$ cat src/rtl/wb_arb_pkg.sv
// Shared types and constants for the two-master Wishbone round-robin arbiter.
package wb_arb_pkg;

    typedef enum logic [1:0] {
        IDLE = 2'b00,
        OWN0 = 2'b01,
        OWN1 = 2'b10
    } arb_state_e;

    localparam logic [1:0] GNT_NONE = 2'b00;
    localparam logic [1:0] GNT_M0   = 2'b01;
    localparam logic [1:0] GNT_M1   = 2'b10;

    localparam int DEFAULT_TIMEOUT = 255;

    function automatic logic [1:0] state_to_gnt(input arb_state_e state);
        logic [1:0] gnt;
        case (state)
            OWN0:    gnt = GNT_M0;
            OWN1:    gnt = GNT_M1;
            default: gnt = GNT_NONE;
        endcase
        return gnt;
    endfunction

endpackage

$ cat src/rtl/wb_arb_watchdog.sv
// Wait-state watchdog: counts stalled strobe cycles and pulses expire when the
// count reaches TIMEOUT. TIMEOUT of 0 disables it entirely.
module wb_arb_watchdog #(
    parameter int TIMEOUT = 255
) (
    input  logic clk,
    input  logic rst,
    input  logic clr,
    input  logic en,
    output logic expire
);

    localparam int            CW      = (TIMEOUT > 0) ? $clog2(TIMEOUT + 1) : 1;
    localparam logic [CW-1:0] LIMIT   = CW'(TIMEOUT);
    localparam logic          ENABLED = (TIMEOUT != 0);

    logic [CW-1:0] cnt_r;

    // Expiry only counts when this cycle would otherwise keep counting.
    always_comb begin
        expire = ENABLED & en & ~clr & (cnt_r == LIMIT);
    end

    // Stall counter; restarts after every expiry so the pulse is one cycle.
    always_ff @(posedge clk) begin
        if (rst) begin
            cnt_r <= {CW{1'b0}};
        end else if (clr || expire || !ENABLED) begin
            cnt_r <= {CW{1'b0}};
        end else if (en) begin
            cnt_r <= cnt_r + CW'(1);
        end else begin
            cnt_r <= cnt_r;
        end
    end

endmodule

$ cat src/rtl/wb_rr_arbiter.sv
// Two-master round-robin Wishbone arbiter in front of a single slave, with
// cycle-long ownership, owner-only response steering and a hung-transfer watchdog.
module wb_rr_arbiter
    import wb_arb_pkg::*;
#(
    parameter int AW      = 32,
    parameter int DW      = 32,
    parameter int TIMEOUT = DEFAULT_TIMEOUT
) (
    input  logic            clk,
    input  logic            rst,
    input  logic            m0_cyc_i,
    input  logic            m0_stb_i,
    input  logic            m0_we_i,
    input  logic [DW/8-1:0] m0_sel_i,
    input  logic [AW-1:0]   m0_adr_i,
    input  logic [DW-1:0]   m0_dat_i,
    output logic            m0_ack_o,
    output logic            m0_err_o,
    output logic [DW-1:0]   m0_dat_o,
    input  logic            m1_cyc_i,
    input  logic            m1_stb_i,
    input  logic            m1_we_i,
    input  logic [DW/8-1:0] m1_sel_i,
    input  logic [AW-1:0]   m1_adr_i,
    input  logic [DW-1:0]   m1_dat_i,
    output logic            m1_ack_o,
    output logic            m1_err_o,
    output logic [DW-1:0]   m1_dat_o,
    output logic            s_cyc_o,
    output logic            s_stb_o,
    output logic            s_we_o,
    output logic [DW/8-1:0] s_sel_o,
    output logic [AW-1:0]   s_adr_o,
    output logic [DW-1:0]   s_dat_o,
    input  logic            s_ack_i,
    input  logic [DW-1:0]   s_dat_i,
    output logic [1:0]      gnt_o
);

    localparam int SW = DW / 8;

    arb_state_e state_r;
    arb_state_e state_next_s;
    logic       last_gnt_r;
    logic       last_gnt_next_s;
    logic       req0_s;
    logic       req1_s;
    logic       owned_s;
    logic       own_stb_s;
    logic       wd_clr_s;
    logic       wd_en_s;
    logic       wd_expire_s;

    assign req0_s  = m0_cyc_i & m0_stb_i;
    assign req1_s  = m1_cyc_i & m1_stb_i;
    assign owned_s = (state_r != IDLE);
    assign gnt_o   = state_to_gnt(state_r);

    // Next-state: ties go to the master that did not own the bus last.
    always_comb begin
        state_next_s    = state_r;
        last_gnt_next_s = last_gnt_r;
        case (state_r)
            IDLE: begin
                if (req0_s && req1_s) begin
                    state_next_s = last_gnt_r ? OWN0 : OWN1;
                end else if (req0_s) begin
                    state_next_s = OWN0;
                end else if (req1_s) begin
                    state_next_s = OWN1;
                end else begin
                    state_next_s = IDLE;
                end
            end
            OWN0: begin
                if (!m0_cyc_i) begin
                    state_next_s    = IDLE;
                    last_gnt_next_s = 1'b0;
                end else begin
                    state_next_s = OWN0;
                end
            end
            OWN1: begin
                if (!m1_cyc_i) begin
                    state_next_s    = IDLE;
                    last_gnt_next_s = 1'b1;
                end else begin
                    state_next_s = OWN1;
                end
            end
            default: begin
                state_next_s = IDLE;
            end
        endcase
    end

    // Grant state and round-robin history.
    always_ff @(posedge clk) begin
        if (rst) begin
            state_r    <= IDLE;
            last_gnt_r <= 1'b1;
        end else begin
            state_r    <= state_next_s;
            last_gnt_r <= last_gnt_next_s;
        end
    end

    // Request mux: only the registered owner reaches the slave.
    always_comb begin
        s_cyc_o   = 1'b0;
        s_stb_o   = 1'b0;
        s_we_o    = 1'b0;
        s_sel_o   = {SW{1'b0}};
        s_adr_o   = {AW{1'b0}};
        s_dat_o   = {DW{1'b0}};
        own_stb_s = 1'b0;
        case (state_r)
            OWN0: begin
                s_cyc_o   = m0_cyc_i;
                s_stb_o   = m0_stb_i;
                s_we_o    = m0_we_i;
                s_sel_o   = m0_sel_i;
                s_adr_o   = m0_adr_i;
                s_dat_o   = m0_dat_i;
                own_stb_s = m0_stb_i;
            end
            OWN1: begin
                s_cyc_o   = m1_cyc_i;
                s_stb_o   = m1_stb_i;
                s_we_o    = m1_we_i;
                s_sel_o   = m1_sel_i;
                s_adr_o   = m1_adr_i;
                s_dat_o   = m1_dat_i;
                own_stb_s = m1_stb_i;
            end
            default: begin
                own_stb_s = 1'b0;
            end
        endcase
    end

    // A transfer aborted by reset must not see a late ack or error.
    always_comb begin
        m0_ack_o = 1'b0;
        m0_err_o = 1'b0;
        m0_dat_o = {DW{1'b0}};
        m1_ack_o = 1'b0;
        m1_err_o = 1'b0;
        m1_dat_o = {DW{1'b0}};
        case (state_r)
            OWN0: begin
                m0_ack_o = s_ack_i & ~rst;
                m0_err_o = wd_expire_s & ~rst;
                m0_dat_o = s_dat_i;
            end
            OWN1: begin
                m1_ack_o = s_ack_i & ~rst;
                m1_err_o = wd_expire_s & ~rst;
                m1_dat_o = s_dat_i;
            end
            default: begin
                m0_ack_o = 1'b0;
            end
        endcase
    end

    assign wd_clr_s = ~owned_s | (state_next_s != state_r) | s_ack_i | ~own_stb_s;
    assign wd_en_s  = owned_s & own_stb_s & ~s_ack_i;

    wb_arb_watchdog #(
        .TIMEOUT (TIMEOUT)
    ) u_watchdog (
        .clk    (clk),
        .rst    (rst),
        .clr    (wd_clr_s),
        .en     (wd_en_s),
        .expire (wd_expire_s)
    );

endmodule
$ cat config.mk
export PLATFORM = sky130hd
export DESIGN_NAME = wb_rr_arbiter
export DESIGN_NICKNAME = d
export VERILOG_FILES = /design/src/rtl/wb_arb_pkg.sv /design/src/rtl/wb_arb_watchdog.sv /design/src/rtl/wb_rr_arbiter.sv
export SDC_FILE = /design/constraint.sdc
export NUM_CORES = 1
export LEC_CHECK = 0
export CAP_MARGIN = 20
export CORE_AREA = 2 2 123 125
export CTS_BUF_LIST = sky130_fd_sc_hd__clkbuf_2 sky130_fd_sc_hd__clkbuf_4 sky130_fd_sc_hd__clkbuf_8
export CTS_CLUSTER_SIZE = 20
export DETAILED_ROUTE_END_ITERATION = 7
export DIE_AREA = 0 0 125 127
export GPL_TIMING_DRIVEN = 0
export SYNTH_ARGS = -nofsm -noshare
export SYNTH_HDL_FRONTEND = slang
export SYNTH_SLANG_ARGS = --single-unit
$ cat constraint.sdc
create_clock -name clk -period 3.3 [get_ports clk]
set_input_delay 0.495 -clock clk [delete_from_list [all_inputs] [get_ports clk]]
set_output_delay 0.495 -clock clk [all_outputs]
set_load 0.02 [all_outputs]
Word level (Yosys, flattened, before mapping)
Cells that the tools add are included.

Register bits: 11. Logic and storage cells: 56. Output and inout bits: 141.

Multiplexer cells: 23. Equality and inequality tests: 6. Add/sub/neg operators: 1. Bitwise logic cells: 16. Reduce and logical (&&, ||, !) cells: 7.

Operators by type and width (number): 32-bit one-hot mux with 2 select lines (2); 32-bit two-way mux (2); 2-bit two-way mux (5); 8-bit by 1-bit adder with 8-bit output (second input constant) (1); 1-bit bitwise AND (8); 8-bit == test (second input constant) (1); 1-bit one-hot mux with 2 select lines (4); 4-bit one-hot mux with 2 select lines (1); 1-bit two-way mux (7); 2-bit one-hot mux with 3 select lines (1); 1-bit inverter (5); 2-bit != test (second input constant) (2); 2-bit one-hot mux with 2 select lines (1); 2-bit nonzero test (2); 1-bit OR (3); 3-bit AND reduction (1); 2-bit by 1-bit == test with 1-bit output (second input constant) (1); 2-bit == test (second input constant) (1); 2-bit logical NOT (1); 2-bit != test (1); 2-bit OR reduction (1); 1-bit logical AND (1); 1-bit logical OR (1).

Depth between registers and ports, before layout
Depth after elaboration: 14. Mapped depth: 8.

By module
Synthesis repeated with hierarchy kept, for this count alone.

Cells, all modules: 314. Area, all modules: 2210.9 µm².

Modules (own cells, without submodules): wb_rr_arbiter (area each 1824.2 µm², cells each 270, instances 1, seq. area each 60.1 µm²); wb_arb_watchdog (area each 386.6 µm², cells each 44, instances 1, seq. area each 160.2 µm²).

Worst setup path after synthesis
OpenSTA, ideal clock, no wires.

Kind: flip-flop to output port. Start point: register state_r[0]. End point: output m0_err_o. Cell stages (with the launch flop): 9. Data required time: 2.805 ns. Data arrival time: 2.316 ns. Path buffers: 2. Setup slack: 0.489 ns. Path through: dfxtp_1 -> inv_1 -> ha_1 -> buf_4 -> or3b_1 -> buf_6 -> nor3_1 -> nand3_1 -> nor4_1.

Word-level cells in the longest chain between the ends: 11.

Ends and longest elaborated chain: start: declaration (RTL line wb_rr_arbiter.sv:43) `arb_state_e state_r;`; start signal: assignment (RTL line wb_rr_arbiter.sv:104) `state_r <= state_next_s;`; 2-bit == test (tied with other cells) (RTL line wb_rr_arbiter.sv:64, wb_rr_arbiter.sv:118); 2-bit one-hot mux with 3 select lines (RTL line wb_rr_arbiter.sv:64) `case (state_r)`; 2-bit != test (RTL line wb_rr_arbiter.sv:168) `assign wd_clr_s = ~owned_s | (state_next_s != state_r) | s_ack_i | ~own_stb_s;`; 1-bit OR (3 in series) (RTL line wb_rr_arbiter.sv:168); 1-bit inverter (RTL line wb_arb_watchdog.sv:21) `expire = ENABLED & en & ~clr & (cnt_r == LIMIT);`; 1-bit bitwise AND (2 in series) (RTL line wb_arb_watchdog.sv:21); 1-bit bitwise AND (RTL line wb_rr_arbiter.sv:154) `m0_err_o = wd_expire_s & ~rst;`; 1-bit two-way mux (*) (RTL line wb_rr_arbiter.sv:151) `case (state_r)`; end: declaration (RTL line wb_rr_arbiter.sv:19) `output logic m0_err_o,`.

Mark *: on every way between the ends. The rest lies on a longest branch, timed or not.

Final worst setup path
Ends and elaborated chain as after synthesis.

==> results.sh <==
export IMPL_io_buffer_count=317
export IMPL_status="complete, no violations"
export IMPL_syn_inst=318
export IMPL_timing_rr_start="state_r[0]$_SDFF_PP0_"
export IMPL_post_place_ws_ps=-504.7
export IMPL_first_iter_violations=115
export IMPL_nets=823
export IMPL_cap_violations=0
export IMPL_cpPeakStageDelay_ps=380
export IMPL_wl_mm=14.50
export IMPL_async_flop_share_pct=0
export IMPL_core_area_um2=14420
export IMPL_rsz0062_at_grt="no"
export IMPL_synth_top_cell_area_share_pct=22.81
export IMPL_dieArea_um2=15880
export IMPL_setup_tns_ps=0
export IMPL_crit_start="state_r[0]$_SDFF_PP0_"
export IMPL_final_fill_count=1483
export IMPL_period_needed_ps=3157
export IMPL_htreeDepth=1
export IMPL_cp_num_cells=9
export IMPL_path_delay_family="simple AND/OR/NAND/NOR gates"
export IMPL_r2r_setup_slack_ps=1120
export IMPL_clock_latency_ps=240
export IMPL_cts_tree="built"
export IMPL_dpl_cell_area_um2=5674
export IMPL_syn_to_final_growth_pct=152.2
export IMPL_yosysWarnings=0
export IMPL_min_period_over_period_pct=95.67
export IMPL_hpwl_mm=12.19
export IMPL_cts_buffers=3
export IMPL_rr_endpoint="u_watchdog.cnt_r[3]$_SDFFE_PP0P_"
export IMPL_worst_pin_slew_ps=622.3
export IMPL_vias=3656
export IMPL_routed_via_density=4.448
export IMPL_hp_class="reg2reg"
export IMPL_ys_seq_area_share_pct=9.697
export IMPL_max_vdd_ir_drop_mv=0.08552
export IMPL_endpoint_kind="primary output"
export IMPL_maxSlewViolCount=0
export IMPL_slew_headroom_pct=58.31
export IMPL_leakagePower_nw=1.854
export IMPL_yosys_top_cells_count="71 x nor2b_1, 69 x a22oi_1, 65 x and2_1, 24 x clkbuf_1, 11 x dfxtp_1"
export IMPL_ioPinCount=318
export IMPL_ys_ff_latch=11
export IMPL_multi_input_area_um2=1906
export IMPL_ff_latch_area_um2=220.2
export IMPL_yosysMostFrequentCell="nor2b_1"
export IMPL_worst_path_buf_inv=4
export IMPL_synthFlopType="dfxtp_1"
export IMPL_clockBufferDepth=2
export IMPL_num_antenna_cells=0
export IMPL_power_mw=0.8755
export IMPL_drc_errors=0
export IMPL_dieWidth_um=125
export IMPL_grt_start_max_net_pins=11
export IMPL_antenna_found_initial=0
export IMPL_routabilityCongestion=0.8569
export IMPL_cts_sinks=11
export IMPL_final_instance_count_excl_fill=822
export IMPL_ant_nets=0
export IMPL_worstPathRequired_ps=2800
export IMPL_arrival_ps=2660
export IMPL_clkTransAtPathRegs_ps=50
export IMPL_fin_skew_ps=0.5986
export IMPL_avgSynthCellArea_um2=7.141
export IMPL_fmax_mhz=316.8
export IMPL_start_kind="flop"
export IMPL_slowest_stage="dfxtp_1"
export IMPL_synth_edf_count=0
export IMPL_yosysUniqueCellTypes=40
export IMPL_dp_cells=819
export IMPL_cp_endpoint="m0_err_o"
export IMPL_hold_violations=0
export IMPL_synth_nets=502
export IMPL_grt_pass1_vias=3878
export IMPL_first_pass_iters=6
export IMPL_fin_ws_ps=143.0
export IMPL_core_rowCount=44
export IMPL_fp_dieH_um=127
export IMPL_cp_max_fo=9
export IMPL_worstPathCellList="inv_1, ha_1, buf_4, or3b_1, buf_6, nor3_1, nand3_1, nor4_1, dlygate4sd2_1"
export IMPL_netlist_top_cells_area="a22oi_1 23%, nor2b_1 20%, and2_1 18%"
export IMPL_synthesis_area_um2=2271
export IMPL_fin_area_um2=5727
export IMPL_critPathKind="reg2out"
export IMPL_grt_pass1_wl_mm=21.67
export IMPL_synth_area_leader_cell="a22oi_1"
export IMPL_grt_ovfl_total=0
export IMPL_reg2regPathDepth=8
export IMPL_wl_per_cell_um=17.64
export IMPL_drive_above_1_share_pct=4.389
export IMPL_initial_core_util_pct=15.74
export IMPL_grt_usage_pct=16.82
export IMPL_cts_root_buf="clkbuf_8"
export IMPL_setup_viol_count_final=0
export IMPL_power_density_nw_per_um2=152.9
## worst register-to-register path, cell delays in order, from the launching register on
cell	delay, ps
dfxtp_1	380
inv_1	140
ha_1	300
buf_4	180
or3b_1	380
buf_6	150
nor2_4	130
o2111ai_4	220
nor3_1	230
## layer usage
layer	global-route usage, %	wire length, um	vias to the layer above	share of wire, %
met4	3.007	180	0	1.2
met5	0	0	-	0
met1	20.20	5840	1681	40
met2	31.33	7381	203	51
li1	-	-	1761	-
met3	3.392	1094	11	7.5
## what timing repair did
action,CTS,global route
setup buffers,0,0
setup endpoints to repair,96,14
resized for setup,10,7
hold buffers,0,0
## through the flow
stage | util (%) | hold WS (ps)
after floorplan | - | 431.9
after global placement | 39.34 | 443.4
after detailed placement | 39.34 | 453.5
after CTS | 39.72 | 463.1
after global routing | 39.70 | 503.3
final | 39.70 | 468.2
## registers in the layout, summed over array words and instances, names as in the netlist
signal	flops
last_gnt_r	1
state_r	2
u_watchdog.cnt_r	8
## worst min-delay path by stage
stage          cells past startpoint                        startpoint  slack, ps                          endpoint
2_1_floorplan                      1  u_watchdog.cnt_r[0]$_SDFFE_PP0P_        430  u_watchdog.cnt_r[0]$_SDFFE_PP0P_
3_3_place_gp                       1  u_watchdog.cnt_r[0]$_SDFFE_PP0P_        440  u_watchdog.cnt_r[0]$_SDFFE_PP0P_
3_5_place_dp                       1  u_watchdog.cnt_r[0]$_SDFFE_PP0P_        450  u_watchdog.cnt_r[0]$_SDFFE_PP0P_
4_1_cts                            1  u_watchdog.cnt_r[0]$_SDFFE_PP0P_        460  u_watchdog.cnt_r[0]$_SDFFE_PP0P_
5_1_grt                            1  u_watchdog.cnt_r[0]$_SDFFE_PP0P_        500  u_watchdog.cnt_r[0]$_SDFFE_PP0P_
6_report                           1  u_watchdog.cnt_r[0]$_SDFFE_PP0P_        470  u_watchdog.cnt_r[0]$_SDFFE_PP0P_
## kinds of logic (layout without fill, tap and decap cells)
logic type,after synthesis,after routing,share of synthesized area [%]
adder cells (fa/ha/maj),7,7,3.857
XOR/XNOR,7,7,3.030
AND/OR/NAND/NOR,178,178,50.08
buffers and inverters,36,356,6.501
AO/OA/AOI/OAI,78,78,26.39
multiplexers,1,1,0.4408
flip-flops,11,11,9.697
## layout by cell type (no fill, tap or decap), drive strengths merged, types with 2 or more instances in the layout
cell type,count
a21oi,2
a22oi,70
and2,65
and3,2
buf,11
clkbuf,26
clkdlybuf4s50,315
dfxtp,11
ha,7
inv,3
nand2,5
nand3,6
nand4b,2
nor2,5
nor2b,71
nor3,9
nor4,6
xnor2,6
## cell type report
cell class,count,share of cell area [%]
Buffer,32,2.513
Clock buffer,4,0.8521
Inverter,3,0.1966
Multi-Input combinational cell,271,33.28
Sequential cell,11,3.845
Tap cell,184,4.020
Timing Repair Buffer,317,55.30
## power by group
group / switching (mW) / internal (mW)
clock network: 0.0504 / 0.0930
logic: 0.250 / 0.344
registers: 0.00292 / 0.136
total: 0.303 / 0.572
Power figures use the tool's default switching activity.
